`config.mk`:
```
export PLATFORM = sky130hd
export DESIGN_NAME = dram_port_arbiter
export DESIGN_NICKNAME = d
export VERILOG_FILES = /design/src/rtl/dram_port_arbiter.sv
export SDC_FILE = /design/constraint.sdc
export NUM_CORES = 1
export LEC_CHECK = 0
export CAP_MARGIN = 20
export CORE_AREA = 2 2 307 309
export DETAILED_ROUTE_END_ITERATION = 10
export DIE_AREA = 0 0 309 311
export PLACE_DENSITY = 0.37
export SYNTH_ARGS = -nofsm -noshare
export SYNTH_HDL_FRONTEND = slang
export SYNTH_SLANG_ARGS = --single-unit
```
`constraint.sdc`:
```
create_clock -name clock -period 2.9 [get_ports clock]
set_input_delay 0.435 -clock clock [delete_from_list [all_inputs] [get_ports clock]]
set_output_delay 0.435 -clock clock [all_outputs]
set_load 0.01 [all_outputs]
```
`src/rtl/dram_port_arbiter.sv`:
```
// -----------------------------------------------------------------------------
// dram_port_arbiter
//
// Round-robin front-end that serialises read/write commands from NUM_PORTS
// requesters onto the single DRAM wrapper command port. Outstanding reads are
// tracked in an in-order tag FIFO so every returned read beat is routed back
// to the port that issued it. Everything runs in the DRAM wrapper clock domain.
//
// Optional feature: define DRAM_PORT_ARBITER_PERF_EN to add perf_grants, one
// 32-bit saturating grant counter per port.
//
// Ports:
//   clock, resetn              clock and synchronous active-low reset
//   req_valid/we/addr/wdata/   per-port command request, fields packed with
//     wmask                    port k at [k*W +: W]
//   req_ready                  one-hot acceptance pulse (combinational)
//   rsp_valid, rsp_rdata       one-hot read-return pulse and shared read data
//   dram_ren/wen/addr/wdata/   command to the DRAM wrapper
//     wmask
//   dram_busy, dram_init_calib_complete, dram_rdata, dram_rdata_valid
//                              status and read return from the wrapper
//   err_orphan                 sticky: read data came back with no tag queued
//   dbg_state                  current FSM state (0 IDLE, 1 ISSUE, 2 SETTLE)
//   perf_grants                per-port grant counters (optional)
//
// Handshake: a requester raises req_valid with stable fields and holds them
// until the cycle req_ready is high for its port; that cycle is the transfer.
// Fields may change from the following cycle on. There is no backpressure on
// rsp_valid: the requester must accept the beat in the pulse cycle.
// -----------------------------------------------------------------------------
module dram_port_arbiter #(
  parameter int NUM_PORTS  = 2,
  parameter int ADDR_WIDTH = 27,
  parameter int DATA_WIDTH = 128,
  parameter int MASK_WIDTH = 16,
  parameter int TAG_DEPTH  = 4
) (
  input  logic                             clock,
  input  logic                             resetn,
  input  logic [NUM_PORTS-1:0]             req_valid,
  input  logic [NUM_PORTS-1:0]             req_we,
  input  logic [NUM_PORTS*ADDR_WIDTH-1:0]  req_addr,
  input  logic [NUM_PORTS*DATA_WIDTH-1:0]  req_wdata,
  input  logic [NUM_PORTS*MASK_WIDTH-1:0]  req_wmask,
  output logic [NUM_PORTS-1:0]             req_ready,
  output logic [NUM_PORTS-1:0]             rsp_valid,
  output logic [DATA_WIDTH-1:0]            rsp_rdata,
  output logic                             dram_ren,
  output logic                             dram_wen,
  output logic [ADDR_WIDTH-1:0]            dram_addr,
  output logic [DATA_WIDTH-1:0]            dram_wdata,
  output logic [MASK_WIDTH-1:0]            dram_wmask,
  input  logic                             dram_busy,
  input  logic                             dram_init_calib_complete,
  input  logic [DATA_WIDTH-1:0]            dram_rdata,
  input  logic                             dram_rdata_valid,
  output logic                             err_orphan,
  output logic [1:0]                       dbg_state
`ifdef DRAM_PORT_ARBITER_PERF_EN
  ,
  output logic [NUM_PORTS*32-1:0]          perf_grants
`endif
);

  localparam int PTR_W  = (NUM_PORTS > 1) ? $clog2(NUM_PORTS) : 1;
  localparam int TAG_AW = $clog2(TAG_DEPTH);
  localparam int CNT_W  = TAG_AW + 1;
  localparam logic [CNT_W-1:0] TAG_FULL  = CNT_W'(TAG_DEPTH);
  localparam logic [PTR_W-1:0] LAST_PORT = PTR_W'(NUM_PORTS - 1);

  typedef enum logic [1:0] {
    ST_IDLE   = 2'd0,
    ST_ISSUE  = 2'd1,
    ST_SETTLE = 2'd2
  } state_t;

  state_t                  state_q, state_d;
  logic [PTR_W-1:0]        ptr_q, ptr_d;
  logic [PTR_W-1:0]        win_q, win_d;
  logic                    dram_ren_q, dram_ren_d;
  logic                    dram_wen_q, dram_wen_d;
  logic [ADDR_WIDTH-1:0]   dram_addr_q, dram_addr_d;
  logic [DATA_WIDTH-1:0]   dram_wdata_q, dram_wdata_d;
  logic [MASK_WIDTH-1:0]   dram_wmask_q, dram_wmask_d;
  logic [PTR_W-1:0]        tag_mem_q [TAG_DEPTH];
  logic [PTR_W-1:0]        tag_mem_d [TAG_DEPTH];
  logic [TAG_AW-1:0]       wr_ptr_q, wr_ptr_d;
  logic [TAG_AW-1:0]       rd_ptr_q, rd_ptr_d;
  logic [CNT_W-1:0]        cnt_q, cnt_d;
  logic [NUM_PORTS-1:0]    rsp_valid_q, rsp_valid_d;
  logic [DATA_WIDTH-1:0]   rsp_rdata_q, rsp_rdata_d;
  logic                    err_orphan_q, err_orphan_d;
`ifdef DRAM_PORT_ARBITER_PERF_EN
  logic [31:0]             perf_q [NUM_PORTS];
  logic [31:0]             perf_d [NUM_PORTS];
`endif

  logic [NUM_PORTS-1:0]    eligible;
  logic                    tag_full;
  logic                    found;
  logic [PTR_W-1:0]        win;
  int                      arb_idx;
  logic                    grant;
  logic                    push;
  logic                    pop;
  logic [PTR_W-1:0]        head_tag;

  always_comb begin
    state_d      = state_q;
    ptr_d        = ptr_q;
    win_d        = win_q;
    dram_ren_d   = 1'b0;
    dram_wen_d   = 1'b0;
    dram_addr_d  = dram_addr_q;
    dram_wdata_d = dram_wdata_q;
    dram_wmask_d = dram_wmask_q;
    tag_mem_d    = tag_mem_q;
    wr_ptr_d     = wr_ptr_q;
    rd_ptr_d     = rd_ptr_q;
    rsp_rdata_d  = rsp_rdata_q;
    err_orphan_d = err_orphan_q;
    found        = 1'b0;
    win          = '0;
    arb_idx      = 0;
    req_ready    = '0;
    rsp_valid_d  = '0;

    // A read can only be accepted if a tag slot is free at arbitration time;
    // a pop in the same cycle does not help, the check uses the current count.
    tag_full = (cnt_q == TAG_FULL);
    for (int i = 0; i < NUM_PORTS; i++) begin
      eligible[i] = req_valid[i] & ~(~req_we[i] & tag_full);
    end

    // Search starts at the round-robin pointer and wraps around the ports.
    for (int i = 0; i < NUM_PORTS; i++) begin
      arb_idx = int'(ptr_q) + i;
      if (arb_idx >= NUM_PORTS) arb_idx = arb_idx - NUM_PORTS;
      if (!found && eligible[arb_idx]) begin
        found = 1'b1;
        win   = PTR_W'(arb_idx);
      end
    end

    // resetn gates the combinational grant so req_ready is low during reset.
    grant = resetn && (state_q == ST_IDLE) && dram_init_calib_complete &&
            !dram_busy && found;
    for (int i = 0; i < NUM_PORTS; i++) begin
      req_ready[i] = grant && (win == PTR_W'(i));
    end

    case (state_q)
      ST_IDLE: begin
        if (grant) begin
          state_d      = ST_ISSUE;
          win_d        = win;
          ptr_d        = (win == LAST_PORT) ? '0 : win + PTR_W'(1);
          dram_ren_d   = ~req_we[win];
          dram_wen_d   = req_we[win];
          dram_addr_d  = req_addr[int'(win)*ADDR_WIDTH +: ADDR_WIDTH];
          dram_wdata_d = req_wdata[int'(win)*DATA_WIDTH +: DATA_WIDTH];
          dram_wmask_d = req_wmask[int'(win)*MASK_WIDTH +: MASK_WIDTH];
        end
      end
      ST_ISSUE:  state_d = ST_SETTLE;
      // Dead cycle: gives the wrapper time to raise dram_busy for this command.
      ST_SETTLE: state_d = ST_IDLE;
      default:   state_d = ST_IDLE;
    endcase

    // Tag FIFO: the read's owner is queued in the cycle the read is issued.
    push     = (state_q == ST_ISSUE) && dram_ren_q;
    pop      = dram_rdata_valid && (cnt_q != '0);
    head_tag = tag_mem_q[rd_ptr_q];

    if (push) begin
      tag_mem_d[wr_ptr_q] = win_q;
      wr_ptr_d            = wr_ptr_q + TAG_AW'(1);
    end
    if (pop) begin
      rd_ptr_d    = rd_ptr_q + TAG_AW'(1);
      rsp_rdata_d = dram_rdata;
      for (int i = 0; i < NUM_PORTS; i++) begin
        rsp_valid_d[i] = (head_tag == PTR_W'(i));
      end
    end
    if (dram_rdata_valid && (cnt_q == '0)) err_orphan_d = 1'b1;

    cnt_d = cnt_q + CNT_W'(push) - CNT_W'(pop);

`ifdef DRAM_PORT_ARBITER_PERF_EN
    perf_d = perf_q;
    for (int i = 0; i < NUM_PORTS; i++) begin
      if (req_ready[i] && (perf_q[i] != 32'hFFFF_FFFF)) perf_d[i] = perf_q[i] + 32'd1;
    end
`endif
  end

  always_ff @(posedge clock) begin
    if (!resetn) begin
      state_q      <= ST_IDLE;
      ptr_q        <= '0;
      win_q        <= '0;
      dram_ren_q   <= 1'b0;
      dram_wen_q   <= 1'b0;
      dram_addr_q  <= '0;
      dram_wdata_q <= '0;
      dram_wmask_q <= '0;
      for (int i = 0; i < TAG_DEPTH; i++) tag_mem_q[i] <= '0;
      wr_ptr_q     <= '0;
      rd_ptr_q     <= '0;
      cnt_q        <= '0;
      rsp_valid_q  <= '0;
      rsp_rdata_q  <= '0;
      err_orphan_q <= 1'b0;
`ifdef DRAM_PORT_ARBITER_PERF_EN
      for (int i = 0; i < NUM_PORTS; i++) perf_q[i] <= '0;
`endif
    end else begin
      state_q      <= state_d;
      ptr_q        <= ptr_d;
      win_q        <= win_d;
      dram_ren_q   <= dram_ren_d;
      dram_wen_q   <= dram_wen_d;
      dram_addr_q  <= dram_addr_d;
      dram_wdata_q <= dram_wdata_d;
      dram_wmask_q <= dram_wmask_d;
      tag_mem_q    <= tag_mem_d;
      wr_ptr_q     <= wr_ptr_d;
      rd_ptr_q     <= rd_ptr_d;
      cnt_q        <= cnt_d;
      rsp_valid_q  <= rsp_valid_d;
      rsp_rdata_q  <= rsp_rdata_d;
      err_orphan_q <= err_orphan_d;
`ifdef DRAM_PORT_ARBITER_PERF_EN
      perf_q       <= perf_d;
`endif
    end
  end

  assign dram_ren   = dram_ren_q;
  assign dram_wen   = dram_wen_q;
  assign dram_addr  = dram_addr_q;
  assign dram_wdata = dram_wdata_q;
  assign dram_wmask = dram_wmask_q;
  assign rsp_valid  = rsp_valid_q;
  assign rsp_rdata  = rsp_rdata_q;
  assign err_orphan = err_orphan_q;
  assign dbg_state  = state_q;

`ifdef DRAM_PORT_ARBITER_PERF_EN
  always_comb begin
    perf_grants = '0;
    for (int i = 0; i < NUM_PORTS; i++) perf_grants[i*32 +: 32] = perf_q[i];
  end
`endif

endmodule

```
# [Yosys cells after proc, flatten, opt, wreduce, memory -nomap -nowiden]
# Index checks and enable logic that the tools add are counted.
[word_totals] reg_bits=319 input_bits=479 word_cells=96 out_inout_bits=308
[op_classes] reduce_logical=19 muxes=23 n_shift=3 n_lt_le_gt_ge=8 mul=1 addsub=8 n_eq_ne=3 bitwise=13
[op_table] cell="$shiftx A256 B9 Y128" n=1
[op_table] cell="$lt A32 B3 Y1 const B" n=2
[op_table] cell="$mux W32" n=2
[op_table] cell="$shiftx A54 B7 Y27" n=1
[op_table] cell="$shiftx A32 B6 Y16" n=1
[op_table] cell="$mux W1" n=16
[op_table] cell="$logic_and A1 B1 Y1" n=11
[op_table] cell="$not A1 Y1" n=7
[op_table] cell="$ge A3 B3 Y1 const B" n=2
[op_table] cell="$mul A1 B5 Y6 const B" n=1
[op_table] cell="$not A2 Y3" n=2
[op_table] cell="$add A2 B1 Y2 const B" n=2
[op_table] cell="$and A1 B1 Y1" n=4
[op_table] cell="$bwmux W4" n=1
[op_table] cell="$pmux W2 S2" n=1
[op_table] cell="$reduce_and A2 Y1" n=2
[op_table] cell="$add A3 B1 Y3" n=1
[op_table] cell="$eq A3 B3 Y1 const B" n=1
[op_table] cell="$logic_not A3 Y1" n=1
[op_table] cell="$lt A3 B1 Y1 const B" n=1
[op_table] cell="$reduce_and A3 Y1" n=1
[op_table] cell="$reduce_bool A3 Y1" n=1
[op_table] cell="$sub A1 B2 Y3 const B" n=1
[op_table] cell="$sub A2 B2 Y3 const B" n=1
[op_table] cell="13 further kinds" n=14

# [Longest topological paths before layout]
[logic_depth] depth_word=14 depth_mapped=10

# [Worst setup path after synthesis]
# No wires, ideal clock.
[synth_path] path_type="reg2reg" from="register cnt_q[1]" to="register cnt_q[2]" t_arrival_ns=2.097 n_path_buf=2 period_less_slack_ns=2.224 required_time_ns=2.772 slack_ns=0.676 stages_incl_launch_ff=11 setup_ns=0.128 path_cell_list="dfxtp_1 o31a_1 clkbuf_1 clkbuf_1 xor2_1 ha_1 inv_1 fa_1 xor2_1 xnor2_1 nor2_1"
[synth_between] elab_chain_len=3 word_cells_on_any_way=4 classes_between="2 x add/sub; 2 x reduce/logical"
[synth_lines] element="start: declaration" line_no="89" text="logic [CNT_W-1:0] cnt_q, cnt_d;"
[synth_lines] element="start signal: assignment" line_no="231" text="cnt_q <= cnt_d;"
[synth_lines] element="branches (longest 2 deep; another with $add A3 B1 Y3)"
[synth_lines] element="$sub A3 B1 Y3 *" line_no="189" text="cnt_d = cnt_q + CNT_W'(push) - CNT_W'(pop);"
# Mark *: on every way between the ends.
# A chain may end at the register's enable or synchronous reset.

# [Final worst setup path]
[layout_path] from="register cnt_q[1]" to="output port req_ready[1]"
[layout_between] elab_chain_len=13 word_cells_on_any_way=21 classes_between="1 x eq/ne; 10 x mux; 6 x bitwise; 4 x reduce/logical"
[layout_lines] element="$eq A3 B3 Y1 *" line_no="130" text="tag_full = (cnt_q == TAG_FULL);"
[layout_lines] element="$and A1 B1 Y1" line_no="132" text="eligible[i] = req_valid[i] & ~(~req_we[i] & tag_full);"
[layout_lines] element="$not A1 Y1" line_no="132"
[layout_lines] element="$and A1 B1 Y1" line_no="132"
[layout_lines] element="$mux W1 (implied by the code) (3 in a row)" line_no="139" text="if (!found && eligible[arb_idx]) begin"
[layout_lines] element="$mux W1" line_no="139"
[layout_lines] element="$logic_not A1 Y1" line_no="139"
[layout_lines] element="$logic_and A1 B1 Y1" line_no="139"
[layout_lines] element="$mux W1" line_no="139"
[layout_lines] element="$logic_and A1 B1 Y1" line_no="147" text="!dram_busy && found;"
[layout_lines] element="$logic_and A1 B1 Y1 *" line_no="149" text="req_ready[i] = grant && (win == PTR_W'(i));"
[layout_lines] element="end: declaration" line_no="45" text="output logic [NUM_PORTS-1:0] req_ready,"
# Every way passes the cells marked *; elsewhere a longest branch is shown, timed or not. The select of a mux whose other input is x is not followed.

==> flow_metrics.py <==
metrics = {
    "status": {
        "outcome": "finished clean",
    },
    "timing": {
        "slew_headroom_pct": 47.76,
        "slew_viol_final": 0,
        "worst_slew_pin_slew_ns": 0.7836,
        "finalHoldViolations": 0,
        "fmax_mhz": 364.8,
        "finalSetupViolCount": 0,
        "final.setup_skew_ns": 0.01932,
        "post-route-min-period_ns": 2.741,
        "whs_ns": 0.3956,
        "rsz0062_at_grt": "no",
        "period_share_pct": 94.52,
    },
    "worst_setup_path": {
        "cp.required_ns": 2.47,
        "critPathLaunch": "cnt_q[1]",
        "path_max_fanout": 16,
        "crit_slowest_cell": "or4b_4",
        "critPathMaxStageDelay_ns": 0.56,
        "worstSetupPathType": "reg2out",
        "critPathLaunchType": "flip-flop",
        "endpoint_kind": "primary output",
        "path_buf_inv": 3,
        "crit_top_cell": "buf_12",
        "crit_arrival_ns": 2.31,
        "cp_cell_sequence": "or4b_4 -> buf_4 -> o311ai_2 -> nor2_4 -> buf_12 -> buf_12",
        "cp_top_family": "simple AND/OR/NAND/NOR gates",
        "reg2reg_from": "cnt_q[1]",
    },
    "synth": {
        "synth_top_area_share_pct": 54.10,
        "yosysWarnings": 0,
        "synth_top_area_cell": "dfxtp_1",
        "synthCells": 1241,
        "ys_seq_area_share_pct": 54.10,
        "synthesis.area_sq_um": 11810,
        "synth_area_leaders": "dfxtp_1 54%, a221o_1 14%, and3_1 9.1%, nand2_1 8.5%, a21oi_1 5.7%",
        "synth_seq_cells": 319,
        "ys_types": 35,
        "synthesis.nets": 1726,
        "syn_avg_cell_area_sq_um": 9.513,
    },
    "clock_network": {
        "cts_hold_buf": 0,
        "cts.sinks": 319,
        "cts_tree": "built",
        "cts_buffer_depth": 3,
        "clk_pin_slew_ns": 0.06,
        "postCtsSetupRepairBufs": 0,
        "worstSkewPairLatency_ns": 0.59,
        "cts_max_level": 2,
        "cts_buffers": 44,
        "cts-root-buf": "clkbuf_16",
    },
    "route": {
        "dr.pass1.iters": 4,
        "vias": 12710,
        "drcViolationCount": 0,
        "drtIter0Drc": 475,
        "antenna_left": 0,
        "vias_per_cell": 3.863,
        "finalWirelength_microns": 65650,
        "wire_per_inst_microns": 19.96,
    },
    "grt": {
        "overflow": 0,
        "antenna_found_initial": 11,
        "grt_pass1_wl_microns": 93430,
        "grt_pass1_vias": 13240,
        "grt_use_total_pct": 13.08,
        "grt_max_degree": 143,
    },
    "finish": {
        "area_delta_synth_final_pct": 92.89,
        "utilization_pct": 24.55,
        "fillCellCount": 10050,
        "final_nets": 2488,
        "drive_above_1_share_pct": 6.262,
    },
    "placement": {
        "portBuffers": 786,
        "routabilityCongestion": 0.7758,
        "hpwl_microns": 48660,
    },
    "hold_path": {
        "hp-start": "dram_rdata[25]",
        "hold_class": "in2reg",
    },
    "die": {
        "dieWidth_microns": 309,
        "fp.dieH_microns": 311,
        "rows": 112,
        "start_util_pct": 12.73,
        "ioPinCount": 787,
        "coreArea_sq_um": 92770,
        "fp.dieArea_sq_um": 96100,
    },
    "power_and_ir_drop": {
        "p_leak_nw": 8.786,
        "power.density_nw_per_um2": 641.8,
        "peakVddDrop_v": 0.0003977,
    },
    "run": {
        "maxCapViolCount": 0,
    },
}
[cell usage after synthesis]
cell       number
nor4bb_1        1
nor2_1         11
a21oi_4         1
or4b_4          1
and2b_1         1
xor2_1          3
o311a_1         1
and3b_1         1
buf_2          45
a21oi_1       135
xnor2_1         3
nand3_1         4
nor3b_1         1
a311oi_2        1
fa_1            1
inv_2           1
o2bb2ai_1       2
o311ai_1        1
mux4_2          1
clkbuf_1       71
dfxtp_1       319
nor4b_2         1
and2_1          4
buf_4           1
inv_1           5
a221o_1       171
nand2b_1        2
a22oi_1         1
nand2_1       266
o31a_1          1
and3_1        172
o22ai_1         1
ha_1            5
buf_1           3
nor3_1          3
[flip-flops by register name, indices dropped and copies added (netlist names), 2 cells and up]
signal      flops
dram_wdata    128
rsp_rdata     128
dram_addr      27
dram_wmask     16
tag_mem_q       4
cnt_q           3
dbg_state       2
rd_ptr_q        2
rsp_valid       2
wr_ptr_q        2
[worst register-to-register path, cell delays in order, from the launching register on]
cell      delay [ns]
dfxtp_2         0.36
or4b_4          0.56
buf_4           0.16
o311ai_2        0.18
nor2_4          0.10
buf_12          0.21
buf_12          0.29
a221o_1         0.35
[repair_timing]
| item | CTS | global route |
|---|---|---|
| endpoints found under the hold margin | 0 | 0 |
| setup endpoints to repair | 2 | 0 |
| gates resized for setup | 6 | 0 |
[power breakdown]
group          internal [W]  switching, W  leakage [nW]  total (W)
Clock               0.00312       0.00217         0.667    0.00529
Sequential          0.00496      0.000343          2.60    0.00531
Combinational       0.00209       0.00193          5.52    0.00402
[worst paths after layout]
check | cells past startpoint | slack, ns | endpoint
min | 3 | 0.40 | rsp_rdata[25]
max | 6 | 0.16 | req_ready[1]
min reg2reg | 2 | 0.45 | rsp_rdata[81]
max reg2reg | 7 | 0.57 | dram_wmask[0]
[routing by layer]
| metal | GRT usage (%) | share of wire, % |
|---|---|---|
| met5 | 0 | 0 |
| met4 | 4.700 | 2.5 |
| met3 | 3.630 | 7.3 |
| met2 | 22.81 | 50 |
| met1 | 15.15 | 40 |
[layout by cell type, fill, tap and decap left out, types with 6 or more instances in the layout]
master	count
a21oi_1	135
a221o_1	171
and3_1	172
buf_12	20
buf_4	31
clkbuf_1	10
clkbuf_16	45
clkdlybuf4s50_1	784
clkinv_2	6
dfxtp_1	317
diode_2	7
nand2_1	266
nor2_1	10
[final cells by class]
cell class / instances / area, sq um / share of cell area, %
repair buffers: 836 / 8489 / 37.28
flip-flops and latches: 319 / 6389 / 28.06
multi-input cells: 796 / 4932 / 21.66
well taps: 1254 / 1569 / 6.890
clock buffers: 60 / 1232 / 5.412
clock inverters: 11 / 116.4 / 0.5110
inverters: 6 / 25.02 / 0.1099
diodes: 7 / 17.52 / 0.07693
[cells by family after synthesis]
kind of cell / synth area share, %
flip-flops: 54.10
AND/OR/NAND/NOR: 19.07
XOR/XNOR: 0.4452
AO/OA/AOI/OAI: 20.99
multiplexers: 0.1908
buffers and inverters: 4.515
adder cells (fa/ha/maj): 0.6995
[per-stage QoR]
stage | power, W | setup TNS [ns] | setup WS, ns | std cells | area [sq um]
5_1_grt | 0.01547 | 0 | 0.05339 | 3287 | 22770
3_3_place_gp | 0.009442 | -1.701 | -0.1667 | 3211 | 21390
6_report | 0.01461 | 0 | 0.1588 | 3289 | 22770
2_1_floorplan | 0.006957 | 0 | 0.6757 | 1241 | 11810
3_5_place_dp | 0.009479 | -2.433 | -0.1258 | 3211 | 21390
4_1_cts | 0.01502 | 0 | 0.07317 | 3282 | 22750
No activity file was read; power rests on OpenSTA's default activity.
